`src/rtl/debug_sender_pkg.sv`:
```
// Shared definitions for the debug frame sender: FSM encoding, word geometry
// and the layout of the frame (PC, then register file, then data memory).
package debug_sender_pkg;

    typedef enum logic [5:0] {
        ST_IDLE     = 6'b000001,
        ST_LOAD     = 6'b000010,
        ST_SEND     = 6'b000100,
        ST_WAIT_TX  = 6'b001000,
        ST_DONE     = 6'b010000,
        ST_WAIT_LOW = 6'b100000
    } dbg_state_e;

    localparam int DBG_NBITS      = 32;
    localparam int DBG_NREGS      = 32;
    localparam int DBG_DM_WORDS   = 32;
    localparam int BYTES_PER_WORD = DBG_NBITS / 8;

    localparam int PC_IDX  = 0;
    localparam int RF_BASE = 1;
    localparam int DM_BASE = RF_BASE + DBG_NREGS;

    function automatic int bytes_per_word(input int nbits);
        return nbits / 8;
    endfunction

    function automatic int dm_base(input int nregs);
        return RF_BASE + nregs;
    endfunction

    function automatic int frame_words(input int nregs, input int dm_words);
        return 1 + nregs + dm_words;
    endfunction

endpackage

```
`src/rtl/debug_word_serializer.sv`:
```
// Holds one frame word and hands it to the UART a byte at a time, LSB first.
// The frame FSM in the parent decides when to load, send and wait.
module debug_word_serializer
    import debug_sender_pkg::*;
#(
    parameter int NBITS  = DBG_NBITS,
    parameter int NBYTES = BYTES_PER_WORD
) (
    input  logic             clk,
    input  logic             reset,
    input  logic             load,
    input  logic [NBITS-1:0] word,
    input  logic             send,
    input  logic             waiting,
    input  logic             tx_done,
    output logic [7:0]       tx_data,
    output logic             tx_start,
    output logic             byte_done,
    output logic             word_done
);

    localparam int BW = (NBYTES > 1) ? $clog2(NBYTES) : 1;
    localparam logic [BW-1:0] LAST_BYTE = BW'(NBYTES - 1);

    logic [NBITS-1:0] shift;
    logic [BW-1:0]    byte_idx;

    always_ff @(posedge clk or negedge reset) begin
        if (!reset) begin
            shift    <= '0;
            byte_idx <= '0;
        end else if (load) begin
            shift    <= word;
            byte_idx <= '0;
        end else if (byte_done) begin
            shift    <= shift >> 8;
            byte_idx <= (byte_idx == LAST_BYTE) ? '0 : byte_idx + 1'b1;
        end
    end

    // tx_data comes straight off the register, so it cannot move while the
    // UART is busy: the shift only happens on the accepted tx_done.
    assign tx_data   = shift[7:0];
    assign tx_start  = send;
    assign byte_done = waiting & tx_done;
    assign word_done = byte_done & (byte_idx == LAST_BYTE);

endmodule

```
`src/rtl/debug_sender.sv`:
```
// Dumps PC, register file and data memory to the UART on a send_flag request,
// then pulses send_done once and waits for the request to be withdrawn.
//
// state    | meaning
// IDLE     | waiting for send_flag; captures PC on exit
// LOAD     | addresses valid, latch selected word into serializer
// SEND     | tx_start pulse for the current byte
// WAIT_TX  | byte in flight, waiting for tx_done
// DONE     | send_done pulse
// WAIT_LOW | frame finished, waiting for send_flag to drop
module debug_sender
    import debug_sender_pkg::*;
#(
    parameter int NBITS          = DBG_NBITS,
    parameter int NREGS          = DBG_NREGS,
    parameter int RF_ADDR_LENGTH = 5,
    parameter int DM_WORDS       = DBG_DM_WORDS,
    parameter int DM_ADDR_LENGTH = 5
) (
    input  logic                      clk,
    input  logic                      reset,
    input  logic                      send_flag,
    input  logic [NBITS-1:0]          pc_value,
    input  logic [NBITS-1:0]          rf_data,
    input  logic [NBITS-1:0]          dm_data,
    input  logic                      tx_done,
    output logic [RF_ADDR_LENGTH-1:0] rf_addr,
    output logic [DM_ADDR_LENGTH-1:0] dm_addr,
    output logic [7:0]                tx_data,
    output logic                      tx_start,
    output logic                      send_done
);

    localparam int W     = frame_words(NREGS, DM_WORDS);
    localparam int IDX_W = $clog2(W) + 1;

    localparam logic [IDX_W-1:0] PC_WORD  = IDX_W'(PC_IDX);
    localparam logic [IDX_W-1:0] RF_FIRST = IDX_W'(RF_BASE);
    localparam logic [IDX_W-1:0] DM_FIRST = IDX_W'(dm_base(NREGS));
    localparam logic [IDX_W-1:0] LAST_IDX = IDX_W'(W - 1);

    dbg_state_e state, state_nxt;

    logic [IDX_W-1:0]          word_idx, word_idx_nxt;
    logic [NBITS-1:0]          pc_hold;
    logic [NBITS-1:0]          word_sel;
    logic [RF_ADDR_LENGTH-1:0] rf_addr_nxt;
    logic [DM_ADDR_LENGTH-1:0] dm_addr_nxt;
    logic                      load;
    logic                      byte_done;
    logic                      word_done;

    always_ff @(posedge clk or negedge reset) begin
        if (!reset) begin
            state    <= ST_IDLE;
            word_idx <= '0;
            pc_hold  <= '0;
            rf_addr  <= '0;
            dm_addr  <= '0;
        end else begin
            state    <= state_nxt;
            word_idx <= word_idx_nxt;
            if (state == ST_IDLE && send_flag)
                pc_hold <= pc_value;
            // Addresses are registered on entry to LOAD so the memories'
            // combinational read data is settled during the LOAD cycle.
            if (state_nxt == ST_LOAD) begin
                rf_addr <= rf_addr_nxt;
                dm_addr <= dm_addr_nxt;
            end
        end
    end

    always_comb begin
        state_nxt    = state;
        word_idx_nxt = word_idx;
        load         = 1'b0;
        send_done    = 1'b0;
        case (state)
            ST_IDLE: begin
                if (send_flag) begin
                    state_nxt    = ST_LOAD;
                    word_idx_nxt = '0;
                end
            end
            ST_LOAD: begin
                load      = 1'b1;
                state_nxt = ST_SEND;
            end
            ST_SEND: begin
                state_nxt = ST_WAIT_TX;
            end
            ST_WAIT_TX: begin
                if (word_done) begin
                    if (word_idx == LAST_IDX) begin
                        state_nxt = ST_DONE;
                    end else begin
                        word_idx_nxt = word_idx + 1'b1;
                        state_nxt    = ST_LOAD;
                    end
                end else if (byte_done) begin
                    state_nxt = ST_SEND;
                end
            end
            ST_DONE: begin
                send_done = 1'b1;
                state_nxt = ST_WAIT_LOW;
            end
            ST_WAIT_LOW: begin
                if (!send_flag)
                    state_nxt = ST_IDLE;
            end
            default: begin
                state_nxt = ST_IDLE;
            end
        endcase
    end

    always_comb begin
        rf_addr_nxt = '0;
        dm_addr_nxt = '0;
        if (word_idx_nxt >= DM_FIRST)
            dm_addr_nxt = DM_ADDR_LENGTH'(word_idx_nxt - DM_FIRST);
        else if (word_idx_nxt >= RF_FIRST)
            rf_addr_nxt = RF_ADDR_LENGTH'(word_idx_nxt - RF_FIRST);
    end

    always_comb begin
        if (word_idx == PC_WORD)
            word_sel = pc_hold;
        else if (word_idx < DM_FIRST)
            word_sel = rf_data;
        else
            word_sel = dm_data;
    end

    debug_word_serializer #(
        .NBITS  (NBITS),
        .NBYTES (bytes_per_word(NBITS))
    ) u_serializer (
        .clk       (clk),
        .reset     (reset),
        .load      (load),
        .word      (word_sel),
        .send      (state == ST_SEND),
        .waiting   (state == ST_WAIT_TX),
        .tx_done   (tx_done),
        .tx_data   (tx_data),
        .tx_start  (tx_start),
        .byte_done (byte_done),
        .word_done (word_done)
    );

endmodule

```
`config.mk`:
```
export PLATFORM = sky130hd
export DESIGN_NAME = debug_sender
export DESIGN_NICKNAME = d
export VERILOG_FILES = /design/src/rtl/debug_sender_pkg.sv /design/src/rtl/debug_word_serializer.sv /design/src/rtl/debug_sender.sv
export SDC_FILE = /design/constraint.sdc
export NUM_CORES = 1
export LEC_CHECK = 0
export ABC_AREA = 1
export CAP_MARGIN = 15
export CORE_MARGIN = 2
export CORE_UTILIZATION = 28
export DETAILED_ROUTE_END_ITERATION = 7
export DONT_BUFFER_PORTS = 1
export RECOVER_POWER = 25
export REMOVE_ABC_BUFFERS = 1
export SETUP_SLACK_MARGIN = 0.02
export SLEW_MARGIN = 15
export SYNTH_ARGS = -nofsm -noshare
export SYNTH_HDL_FRONTEND = slang
export SYNTH_SLANG_ARGS = --single-unit
```
`constraint.sdc`:
```
create_clock -name clk -period 3.5 [get_ports clk]
set_clock_uncertainty 0.2 [all_clocks]
set_input_delay 0.875 -clock clk [delete_from_list [all_inputs] [get_ports clk]]
set_output_delay 0.875 -clock clk [all_outputs]
set_load 0.03 [all_outputs]
```
After elaboration in Yosys (flattened, before gate mapping):

Cells that the tools add are included.

* add/subtract/negate cells: 4
* mux-type cells: 22
* bitwise gates (word level): 2
* reductions and logical operators: 3
* order comparisons: 3
* equality and inequality tests: 9

Operators with widths (count)
* $mux W32: 4
* $pmux W6 S6: 1
* $mux W6: 4
* $mux W8: 3
* $mux W5: 4
* $pmux W8 S2: 1
* $eq A6 B2 Y1 const B: 2
* $sub A5 B1 Y5 const B: 2
* $add A8 B1 Y8 const B: 1
* $eq A8 B7 Y1 const B: 1
* $ge A8 B1 Y1 const B: 1
* $ge A8 B6 Y1 const B: 1
* $logic_not A8 Y1: 1
* $lt A8 B6 Y1 const B: 1
* $eq A6 B1 Y1 const B: 1
* $eq A6 B3 Y1 const B: 1
* $eq A6 B4 Y1 const B: 1
* $eq A6 B5 Y1 const B: 1
* $eq A6 B6 Y1 const B: 1
* $mux W2: 3
* $add A2 B1 Y2 const B: 1
* $and A1 B1 Y1: 2
* $eq A2 B2 Y1 const B: 1
* $mux W1: 2
* 2 further kinds: 2

* bits in registers: 90
* logic and storage cells: 50

Logic depth before layout (Yosys ltp):

* depth after elaboration: 8
* gate-level depth with buffers: 17
* depth with buffers taken out: 17

By module:

A second synthesis with hierarchy kept.

* cells, all modules: 724
* area total of the unflattened synthesis: 5094.9 µm²

Modules (own cells, without submodules)
* debug_sender: cells an instance 493, times used 1, area each 3326.9 µm²
* debug_word_serializer: cells an instance 231, times used 1, area each 1767.9 µm²

Worst setup path before layout:

OpenSTA, ideal clock, no wires.

* kind: input port to flip-flop
* start point: in tx_done
* end point: reg dm_addr[2]
* library setup time: 117 ps
* arrival: 2361 ps
* path slack: 822 ps
* stages: 14
* buffers on the path: 0
* cell sequence: inv_1 nor2_2 nand3_1 nand2_1 nand2_1 nand2_1 ha_1 nand3_1 nor2_1 nand2_1 a21oi_4 inv_2 nand2_1 nand2_1

* elaborated cells between the ends (all ways): 11

RTL lines
* from (decl): line debug_sender.sv:26 `input logic tx_done,`
* $and A1 B1 Y1 (*): line debug_word_serializer.sv:45 `assign byte_done = waiting & tx_done;`
* $mux W6 or $and A1 B1 Y1 (tied branches): line debug_sender.sv:101, debug_word_serializer.sv:46
* $mux W6 (*): line debug_sender.sv:94 `if (word_done) begin`
* $pmux W6 S6 (*): line debug_sender.sv:79 `case (state)`
* net state_nxt[1]: line debug_sender.sv:42 `dbg_state_e state, state_nxt;`
* $eq A6 B2 Y1 (*): line debug_sender.sv:67 `if (state_nxt == ST_LOAD) begin`
* to (signal assigned): line debug_sender.sv:69 `dm_addr <= dm_addr_nxt;`
* to (decl): line debug_sender.sv:28 `output logic [DM_ADDR_LENGTH-1:0] dm_addr,`

The timed path passes the listed nets; every way through them passes the cells marked *.
A chain may end at the register's enable or synchronous reset.

Final worst setup path:

* start point: reg state[5]
* end point: reg dm_addr[4]

* elaborated cells between the ends (all ways): 19

RTL lines
* from (decl): line debug_sender.sv:42
* from (signal assigned): line debug_sender.sv:61 `state <= state_nxt;`
* $eq A6 B4 Y1: line debug_sender.sv:79, debug_sender.sv:146
* $and A1 B1 Y1: line debug_word_serializer.sv:45
* $mux W6 or $and A1 B1 Y1 (tied branches): line debug_sender.sv:101, debug_word_serializer.sv:46
* $mux W6: line debug_sender.sv:94
* $pmux W6 S6 (*): line debug_sender.sv:79
* net state_nxt[1]: line debug_sender.sv:42
* $eq A6 B2 Y1 (*): line debug_sender.sv:67

Marked as above.

==> flow_summary.ini <==
[outcome]
status = finished, final reports clean

[finish]
final_core_util_pct = 31.6
final_common_cell = nand2_1
syn_to_final_growth_pct = 10.9
seqCellArea_um2 = 2250
drive_gt1_share_pct = 9.49
n_fill_cell = 1840
multi_input_area_um2 = 2170
mostFrequentLayoutCells = 149 x nand2_1, 101 x o21ai_0, 89 x dfrtp_1
final_nets = 733
antenna_cells = 0

[power]
cellLeakagePower_nw = 2.58
irDropWorstVdd_mv = 0.237
finalPower_w = 0.00403
cellPowerDensity_nw_per_um2 = 741

[place]
gp_congestion = 0.830
place_hpwl_mm = 8.27
io_buffers = 0
pre_cts_slack_ns = 0.503

[drt]
dr.pass1.iters = 4
drt_iter0_drc = 218
routedWlPerCell_um = 13.9
num_vias = 3891
viasPerCell = 4.54
drc = 0
detail-route-antenna-nets = 0
routed_wl_mm = 11.9

[clocking]
clkTransAtPathRegs_ns = 0.07
postCtsSetupBuffers = 0
cts_tree = built
cts_max_path_buffers = 2
htreeDepth = 3
cts_buffers = 9
cts_root_buf = clkbuf_16
cts-resized-gates = 0
clock_latency_ns = 0.34
cts_sinks = 90

[setup_path]
end_kind = flop
cp-start-kind = flop
cp_max_fo = 8
crit_required_ns = 3.54
arrival_ns = 2.87
critical_path_class = reg2reg

[die]
die_width_um = 136
io_pins = 120
die-area_um2 = 18600
placementRows = 48
die_h_um = 136
design.core.area_um2 = 17200
initial_core_util_pct = 28.5

[min_path]
hp-class = in2async

[synthesis]
yosys-top-cells-area = dfrtp_1 45%, nand2_1 11%, o21ai_0 10%
syn_avg_cell_area_um2 = 7.62
synth_cell_type_count = 29
synth.yosys.warnings = 0
netlist_instances = 644
synth_top_area_share_pct = 45.4
synth_top_area_cell = dfrtp_1
ys_seq_elements = 90
syn_area_um2 = 4910
ys_seq_area_share_pct = 45.9

[global_routing]
grt_pass1_wl_mm = 19.2
top_usage_layer = met2
met2_usage_pct = 22.3
grt_util_met1_pct = 16.7
grt_overflow = 0
antenna_found_initial = 0
grt_max_degree = 91
grt.total_usage_pct = 13.3
grtUsageMet3_pct = 3.69
grt_pass1_vias = 3765

[job]
max_cap_violations = 0

[sta]
worstMarginPinSlew_ns = 0.877
slew_viol_final = 0
finalHoldViolCount = 0
relSlewSlack_pct = 41.3
fmax_mhz = 354
layout_setup_ws_ns = 0.675
rsz0062_at_grt = false
setup_viol = 0
fin_crit_sh_pct = 80.7
period_needed_ns = 2.83
==> path summary, 6_finish.rpt <==
kind,from,endpoint,slack [ns],depth (start not counted)
worst max register to register,state[5],dm_addr[4],0.67,15
worst max-delay path,state[5],dm_addr[4],0.67,15
min in group clk,u_serializer.byte_idx[0],u_serializer.byte_idx[0],0.30,1
worst min register to register,u_serializer.byte_idx[0],u_serializer.byte_idx[0],0.30,1
worst min-delay path,reset,word_idx[5],0.02,0
max in group asynchronous,reset,pc_hold[18],1.84,1
==> logic make-up (layout without fill, tap and decap cells) <==
kind of cell               after synthesis  in the layout  share of synthesized area, %
xor gates and xnor gates                 2              2                         0.357
DFF                                     90             90                          45.9
and+or+nand+nor                        242            242                          20.9
AOI/OAI and AO/OA                      164            164                          17.5
muxes                                   16             16                          3.67
adders and majority gates                6              6                          1.53
buffers and inverters                  124            112                          10.2
==> routing by layer <==
metal  vias up  wire length (µm)
met5         -                 0
met3        11               568
met1      1756              5430
li1       2042                 -
met4         0               146
met2        82              5760
==> what timing repair did <==
action	in CTS	in global routing
hold endpoints to repair	0	12
setup endpoints to repair	0	0
hold buffers	0	1
==> final cells by class <==
| class | instances | area share (%) |
|---|---|---|
| clock buffers | 11 | 4.64 |
| clock inverters | 5 | 1.13 |
| inverters | 86 | 5.93 |
| multi-input cells | 430 | 39.9 |
| flip-flops and latches | 90 | 41.4 |
| well taps | 225 | 5.17 |
| repair buffers | 10 | 1.88 |
==> critical path, cell delays in order (launching register included) <==
cell and delay, ns:
dfrtp_1 0.42, nor2_4 0.19, nand3_1 0.15, nor2_2 0.19
nand3_1 0.14, nand2_1 0.19, nand2_1 0.07, nand2_1 0.14
ha_1 0.21, nand3_1 0.10, nor2_1 0.18, nand2_1 0.12
a21oi_4 0.25, inv_2 0.07, nand2_1 0.06, nand2_1 0.05
==> registers in the layout (all words and copies together), names as in the netlist <==
name,count
u_serializer.shift,32
dm_addr,5
u_serializer.byte_idx,2
word_idx,8
rf_addr,5
state,6
pc_hold,32
==> cell usage after synthesis, drive strengths merged <==
library cell  number
a21oi             43
a31oi             16
buf               15
clkbuf            23
dfrtp             89
dfstp              1
ha                 6
inv               86
mux2              16
nand2            155
nand3             33
nand4              6
nor2              46
nor3               2
o21ai            103
o311ai             1
o31ai              1
xnor2              1
xor2               1
==> stage by stage <==
stage | cell area [µm²] | hold slack [ns] | setup TNS, ns | cells
2_1_floorplan | 4730 | 0.262 | -7.35 | 606
3_3_place_gp | 5120 | 0.286 | 0 | 840
3_5_place_dp | 5120 | 0.294 | 0 | 840
4_1_cts | 5430 | 0.00327 | 0 | 856
5_1_grt | 5440 | 0.000394 | 0 | 857
6_report | 5440 | 0.0230 | 0 | 857
==> power by group <==
group	internal [W]	leakage (nW)	switching [W]	total [W]
Combinational	0.000422	1.31	0.000829	0.00125
Sequential	0.00144	1.11	0.000315	0.00176
Clock	0.000597	0.156	0.000425	0.00102
Total	0.00246	2.58	0.00157	0.00403
Power figures use the tool's default switching activity.
